<file path="src/rtl/prog_loader_if.sv">
// Byte-stream valid/ready channel feeding the program loader.
interface prog_loader_if;
  logic       in_valid;
  logic [7:0] in_data;
  logic       in_ready;

  modport master (output in_valid, in_data, input in_ready);
  modport slave  (input in_valid, in_data, output in_ready);
endinterface

</file>
<file path="src/rtl/prog_loader.sv">
// Byte-stream program loader for the 16x8 SAP program RAM; holds the CPU in clear while loading.
// Optional readback verify of the written block is enabled by defining PROG_LOADER_VERIFY_EN.
module prog_loader #(
  parameter int WORDS = 16
) (
  input  logic                     clk,
  input  logic                     clr,
  input  logic                     start,
  prog_loader_if.slave             stream,
  output logic [$clog2(WORDS)-1:0] ram_addr,
  output logic [7:0]               ram_wdata,
  output logic                     ram_we,
  input  logic [7:0]               ram_rdata,
  output logic                     cpu_clr,
  output logic                     busy,
  output logic                     done,
  output logic                     err
);
  localparam int AW = $clog2(WORDS);

  typedef enum logic [2:0] {
    IDLE, HEADER, DATA, CSUM,
`ifdef PROG_LOADER_VERIFY_EN
    VERIFY,
`endif
    DONE, ERR
  } state_t;

  state_t         st, nxt;
  logic [AW-1:0]  addr;
  logic [3:0]     rem;
  logic [7:0]     sum;
  logic           beat;

  assign beat = stream.in_valid & stream.in_ready;
  assign done = (st == DONE);
  assign err  = (st == ERR);

`ifdef PROG_LOADER_VERIFY_EN
  logic [AW-1:0] vaddr;
  logic [4:0]    vn, vcnt;
  logic [7:0]    vsum;

  assign busy = (st == HEADER) || (st == DATA) || (st == CSUM) || (st == VERIFY);

  // Readback of address k lands one cycle later, so accumulate on vcnt 1..N and decide on N+1.
  always_ff @(posedge clk) begin
    if (clr) begin
      vaddr <= '0;
      vn    <= '0;
      vcnt  <= '0;
      vsum  <= '0;
    end else begin
      if (st == HEADER && beat) begin
        vaddr <= AW'(stream.in_data[7:4]);
        vn    <= {1'b0, stream.in_data[3:0]} + 5'd1;
      end
      if (st == CSUM && beat) begin
        vcnt <= '0;
        vsum <= '0;
      end
      if (st == VERIFY) begin
        vcnt  <= vcnt + 5'd1;
        vaddr <= vaddr + 1'b1;
        if (vcnt != 5'd0 && vcnt <= vn) vsum <= vsum + ram_rdata;
      end
    end
  end
`else
  logic unused_rdata;
  assign unused_rdata = ^ram_rdata;
  assign busy = (st == HEADER) || (st == DATA) || (st == CSUM);
`endif

  always_comb begin
    nxt             = st;
    stream.in_ready = 1'b0;
    ram_we          = 1'b0;
    ram_addr        = '0;
    ram_wdata       = '0;
    case (st)
      IDLE, DONE, ERR: if (start) nxt = HEADER;
      HEADER: begin
        stream.in_ready = 1'b1;
        if (stream.in_valid) nxt = DATA;
      end
      DATA: begin
        stream.in_ready = 1'b1;
        ram_we          = stream.in_valid;
        ram_addr        = addr;
        ram_wdata       = stream.in_data;
        if (stream.in_valid && rem == 4'd0) nxt = CSUM;
      end
      CSUM: begin
        stream.in_ready = 1'b1;
        if (stream.in_valid) begin
`ifdef PROG_LOADER_VERIFY_EN
          nxt = (stream.in_data == sum) ? VERIFY : ERR;
`else
          nxt = (stream.in_data == sum) ? DONE : ERR;
`endif
        end
      end
`ifdef PROG_LOADER_VERIFY_EN
      VERIFY: begin
        ram_addr = vaddr;
        if (vcnt == vn + 5'd1) nxt = (vsum == sum) ? DONE : ERR;
      end
`endif
      default: nxt = IDLE;
    endcase
  end

  always_ff @(posedge clk) begin
    if (clr) begin
      st      <= IDLE;
      cpu_clr <= 1'b0;
      addr    <= '0;
      rem     <= '0;
      sum     <= '0;
    end else begin
      st      <= nxt;
      cpu_clr <= (nxt != IDLE) && (nxt != DONE);
      if (st == HEADER && beat) begin
        addr <= AW'(stream.in_data[7:4]);
        rem  <= stream.in_data[3:0];
        sum  <= '0;
      end
      if (st == DATA && beat) begin
        addr <= addr + 1'b1;
        rem  <= rem - 4'd1;
        sum  <= sum + stream.in_data;
      end
    end
  end
endmodule

</file>
<file path="src/flat_wrapper.sv">
// flat-port wrapper written by rule: the top's interface ports become plain ports
module prog_loader_flat 
#(
  parameter int WORDS = 16
)
  (clk, clr, start, ram_addr, ram_wdata, ram_we, ram_rdata, cpu_clr, busy, done, err, stream_in_valid, stream_in_data, stream_in_ready);
  prog_loader_if stream_i ();
  input  logic clk;
  input  logic clr;
  input  logic start;
  output logic [$clog2(WORDS)-1:0] ram_addr;
  output logic [7:0] ram_wdata;
  output logic ram_we;
  input  logic [7:0] ram_rdata;
  output logic cpu_clr;
  output logic busy;
  output logic done;
  output logic err;
  input wire logic [$bits(stream_i.in_valid)-1:0] stream_in_valid;
  input wire logic [$bits(stream_i.in_data)-1:0] stream_in_data;
  output wire logic [$bits(stream_i.in_ready)-1:0] stream_in_ready;
  assign stream_i.in_valid = stream_in_valid;
  assign stream_i.in_data = stream_in_data;
  assign stream_in_ready = stream_i.in_ready;
  prog_loader #(.WORDS(WORDS)) u_core (.clk(clk), .clr(clr), .start(start), .stream(stream_i), .ram_addr(ram_addr), .ram_wdata(ram_wdata), .ram_we(ram_we), .ram_rdata(ram_rdata), .cpu_clr(cpu_clr), .busy(busy), .done(done), .err(err));
endmodule
</file>
<file path="config.mk">
export PLATFORM = sky130hd
export DESIGN_NAME = prog_loader_flat
export DESIGN_NICKNAME = d
export VERILOG_FILES = /design/src/rtl/prog_loader_if.sv /design/src/rtl/prog_loader.sv /design/src/flat_wrapper.sv
export SDC_FILE = /design/constraint.sdc
export NUM_CORES = 1
export LEC_CHECK = 0
export BUFFER_PORTS_ARGS = -buffer_cell sky130_fd_sc_hd__buf_2
export CAP_MARGIN = 20
export CORE_ASPECT_RATIO = 1.2
export CORE_MARGIN = 5
export CORE_UTILIZATION = 51
export CTS_CLUSTER_SIZE = 40
export DETAILED_ROUTE_END_ITERATION = 7
export GPL_TIMING_DRIVEN = 0
export PLACE_DENSITY = 0.85
export SETUP_SLACK_MARGIN = 0.4
export SYNTH_ARGS = -nofsm -noshare
export SYNTH_HDL_FRONTEND = slang
export SYNTH_SLANG_ARGS = --single-unit
</file>
<file path="constraint.sdc">
create_clock -name clk -period 2.8 [get_ports clk]
set_clock_uncertainty 0.15 [all_clocks]
set_input_delay 0.28 -clock clk [delete_from_list [all_inputs] [get_ports clk]]
set_output_delay 0.28 -clock clk [all_outputs]
set_load 0.01 [all_outputs]
</file>
Word-level counts from Yosys, hierarchy flattened:

Cells that the tools add are included.

* logic and storage cells: 44
* output and inout port bits: 18
* flip-flop bits (word level): 20
* input port bits: 20

* bitwise operators: 1
* add/sub/neg operators: 3
* mux-type cells: 16
* equality and inequality tests: 7
* reduce and logical (&&, ||, !) cells: 12

Operators by type and width (number)
* 2-to-1 mux 8 bit: 3
* 2-to-1 mux 4 bit: 5
* 2-to-1 mux 3 bit: 4
* one-hot mux 3 bit (4 select lines): 1
* adder 8 bit: 1
* == test 8 bit: 1
* == test 3 x 2 -> 1 bit (second input constant): 2
* == test 3 bit (second input constant): 2
* OR reduction 3 bit: 2
* adder 4 x 1 -> 4 bit (second input constant): 1
* logical AND 1 bit: 4
* logical NOT 4 bit: 1
* subtractor 4 x 1 -> 4 bit (second input constant): 1
* == test 3 x 1 -> 1 bit (second input constant): 1
* logical NOT 3 bit: 1
* 2-to-1 mux 1 bit: 3
* != test 3 bit (second input constant): 1
* nonzero test 3 bit: 1
* logical OR 1 bit: 2
* nonzero test 2 bit: 1
* AND 1 bit: 1

Longest topological paths before layout:

* depth in word-level cells: 7
* depth in mapped cells: 9
* gate-level depth less buffers: 8

Least setup slack after synthesis:

Ideal clock, no wire load.

* path kind: register -> register
* start point: register u_core.sum[0]
* end point: register u_core.sum[6]
* slack: 0.796 ns
* cell stages (with the launch flop): 9
* library setup time: 0.129 ns
* period minus slack after synthesis: 2.004 ns
* buffers on the path: 0
* arrival: 1.726 ns
* data required time: 2.521 ns
* cell sequence: dfxtp_1 -> ha_1 -> fa_1 -> a21o_1 -> a21oi_1 -> o21bai_1 -> a21oi_1 -> xor2_1 -> o31ai_1

* longest elaborated chain between the ends: 2

Ends and longest elaborated chain
* start: declaration: RTL line prog_loader.sv:32 `logic [7:0] sum;`
* start signal: assignment: RTL line prog_loader.sv:132 `sum <= sum + stream.in_data;`
* adder 8 bit: RTL line prog_loader.sv:132
* 2-to-1 mux 8 bit: RTL line prog_loader.sv:129 `if (st == DATA && beat) begin`

No other way between the ends.
A chain may end at the register's enable or synchronous reset.

Worst setup path in the final report:

Same ends and word-level chain as after synthesis.

==> run summary <==
TritonCTS built the clock tree. The flip-flop and latch count after synthesis came out at 20. The sort of element at the end of the critical path is a register.

The detail-routed via count per cell is 5.60. Summing all non-filler instances in the final layout gives an area of 0.00157 mm2. Summing all multi-input logic gate instances after layout gives 858 um2. The global-route wire length before repair came out at 5640 um. Walking the worst path, the cells encountered are ha_1 > fa_1 > a21o_1 > a21oi_2 > o21bai_1 > a21oi_1 > xor2_1 > o31ai_1. By startpoint and endpoint, the worst setup path is classified as register to register. The core area came out at 0.00253 mm2. For this design, the sink count on the clock tree is 20. The starting utilization of the core area is 0.527. Counting flops with an async set or reset pin after synthesis yields a share of 0. The number of hold violations in the final report is 0. The total detailed-routing wirelength is 3210 um. The aggregate negative setup slack came out at 0 ps. Summing over every cut layer, the via total after detailed routing is 1294.

Summing every instance area after synthesis gives 0.00133 mm2. The fraction of final layout cells with drive strength greater than 1 is 0.242. The count of inserted antenna diode cells is 0. The worst-margin pin slew is 485 ps.

Setup repair after global routing left no endpoint under its margin. The placement-stage worst setup slack is 485 ps. The number of setup violations in the final report came out at 0. The number of setup buffers added after CTS came out at 0. The net count after synthesis came out at 195. CTS placed an instance of sky130_fd_sc_hd__clkbuf_4 at the clock tree root. After synthesis, the largest family of logic cells by area is simple AND/OR/NAND/NOR gates. On the critical path, the stage with the largest delay is an instance of sky130_fd_sc_hd__fa_1. The max-slew violation total from the final report is 0. The CTS buffer count came out at 3.

The row count came out at 20. The worst slew margin relative to its limit is 0.677. The number of antenna violations at the first check in global routing came out at 0. Sorting the synthesized cells by area gives the leading types as sky130_fd_sc_hd__dfxtp_1, sky130_fd_sc_hd__ha_1, sky130_fd_sc_hd__a21oi_1. The filler cell count in the final layout is 241. The quantity of I/O buffers inserted on ports came out at 29. The sum of net half-perimeters after detailed placement came out at 2350 um. The number of global-route vias before repair is 1321.

The clock input transition at the sequential cells of the worst setup and hold paths came out at 120 ps. The largest stage delay on the critical path came out at 430 ps. Yosys printed 0 warnings.

The total track usage is 0.187. The power per cell area is 428 mW/mm2. In this run, placement finished with an instance count of 226. The count of unresolved DRC violations after routing is 0. In this run the power spent charging and discharging nets is 213 uW. The number of distinct library cell variants in the gate-level netlist after synthesis is 41. The pin count of the biggest net entering global routing is 12. Of the total power, the share spent switching nets is 0.316. The sequential cell area fraction in the yosys report is 0.301. Of the total synthesized cell area, the portion taken by full adders, half adders and majority gates is 0.109. Static timing analysis puts the maximum clock frequency at 0.438 GHz. The count of antenna-violating nets left after detailed routing is 0. The internal power came out at 459 uW.

The per-cell routed wire length came out at 13.9 um. The final RePlAce weighted congestion came out at 0.872. The average size of a mapped cell is 8.12 um2. Counting instances in the post-synthesis netlist gives the leading cell types as sky130_fd_sc_hd__nor2_1, sky130_fd_sc_hd__dfxtp_1, sky130_fd_sc_hd__a21oi_1. The number of buffers on the longest clock path is 2. The cell count after synthesis is 164. The min-delay analysis places its worst path in the category primary input to register.

Dividing the final minimum period by the clock period gives 0.815. For this design the top-level I/O count stands at 38. The width of the die is 56.6 um. In this run the number of H-tree levels came out at 1. STA classifies the critical path startpoint as a register.

The count of flip-flops with a built-in enable after synthesis came out at 0. The final non-filler cell total is 231. Of the total power, registers draw 0.475. The area fraction of the dominant cell type after synthesis is 0.301. Max-cap violations in this run came to 0. The clock power share is 0.258.

Of the total synthesized cell area, the portion taken by AND, OR, NAND and NOR gates is 0.283. The first detailed-routing pass took 4 iterations. The combined flip-flop and latch cell area came out at 400 um2.

The fraction of synthesized area in multiplexers is 0. The insertion delay to the later sink of the worst-skew pair came out at 310 ps. The total leakage power is 0.000736 uW. Across the VDD grid, the largest voltage drop is 380 uV. The category of cells accounting for the largest share of critical-path delay is compound AO/OA/AOI/OAI gates.

The die covers 0.00374 mm2. The proportion of power drawn by combinational gates is 0.267. The synthesized design spends more area on one cell type than any other, namely sky130_fd_sc_hd__dfxtp_1. The total congestion overflow after global routing is 0. The critical path arrival came out at 2330 ps. The area of placed instances is 0.00152 mm2. For this run, the share of the core covered by cells in the final layout is 0.621.

The main flop type after synthesis is sky130_fd_sc_hd__dfxtp_1. The critical-path maximum fanout came out at 3. The critical path buffer and inverter count came out at 0. The final-stage net count came out at 230. The DRC marker count from the first detailed-route iteration came out at 41.

The final setup slack of the worst path is 518 ps. The dominant cell by count in the synthesized netlist is sky130_fd_sc_hd__nor2_1. The worst path in the final design needs a cycle of 2280 ps, including I/O delays and setup. The floorplan die height is 66.0 um. At the worst endpoint, the required time is 2840 ps.

The flow ran to the end, and the final reports show no timing, DRC or antenna violations. The post-synthesis xor/xnor area fraction is 0.0461. The area added between synthesis and finish came out at 17.9%. The area fraction in compound gates after synthesis came to 0.204.
## cell families (layout without fill, tap and decap cells)
kind of cell / count (synthesis) / count (layout)
xor gates and xnor gates: 7 / 7
buffers and inverters: 15 / 49
and+or+nand+nor: 70 / 70
adders and majority gates: 11 / 11
DFF: 20 / 20
AOI/OAI and AO/OA: 41 / 41
## per-stage QoR
| stage | hold slack [ps] | total power, uW |
|---|---|---|
| finish | 110 | 672 |
| global route | 128 | 715 |
| CTS | 105 | 676 |
| detailed placement | 313 | 501 |
| global placement | 306 | 496 |
| floorplan | 215 | 445 |
## per-layer routing
layer	wire, um	track usage
met2	1640	0.347
met5	0	0
met1	1330	0.217
met4	51	0.0534
met3	182	0.0332
## sequential cells by signal, summed over array words and instances, names as in the netlist
register,count
u_core.st,3
u_core.sum,8
u_core.rem,4
u_core.cpu_clr,1
u_core.addr,4
## cells in the final DEF (no fill, tap or decap), drive strengths merged, types with 4 or more instances in the layout
cell type / synthesis / routed
buf: 5 / 34
nor2: 22 / 22
dfxtp: 20 / 20
a21oi: 17 / 17
and2: 12 / 12
nand2: 11 / 11
ha: 10 / 10
nand3: 9 / 9
clkbuf: 4 / 8
inv: 6 / 6
nor3: 6 / 6
a21o: 5 / 5
xor2: 4 / 4
a221oi: 4 / 4
## power groups by stage
stage	sequential [uW]	combinational [uW]	clock [uW]
3_3_place_gp	324	172	0
4_1_cts	319	179	177
2_1_floorplan	324	121	0
5_1_grt	322	201	192
6_report	319	179	174
3_5_place_dp	325	176	0
## worst paths after layout
path	from	endpoint	slack [ps]	cells after the start
max	u_core.sum[0]$_SDFFE_PP0P_	u_core.sum[6]$_SDFFE_PP0P_	520	8
min reg2reg	u_core.sum[0]$_SDFFE_PP0P_	u_core.sum[0]$_SDFFE_PP0P_	330	2
max reg2reg	u_core.sum[0]$_SDFFE_PP0P_	u_core.sum[6]$_SDFFE_PP0P_	520	8
min	stream_in_data[4]	u_core.addr[0]$_SDFFE_PP0P_	110	3
## worst min-delay path: cells and delay by family
kind,cells,cell delay (ps)
compound gates,1,80
simple gates,1,70
buf+inv,1,110
## area by class of cell
type	instances	area share
Multi-Input combinational cell	129	0.547
Sequential cell	20	0.255
Timing Repair Buffer	30	0.0989
Clock buffer	4	0.0231
Inverter	6	0.0144
Buffer	9	0.0351
Tap cell	33	0.0263
## timing repair
action / 4_1_cts / 5_1_grt
hold endpoints to repair: 1 / 0
hold buffers: 1 / 0
endpoints found under the setup margin: 0 / 2
gates resized for setup: 0 / 3
(Power assumes the default switching activity.)
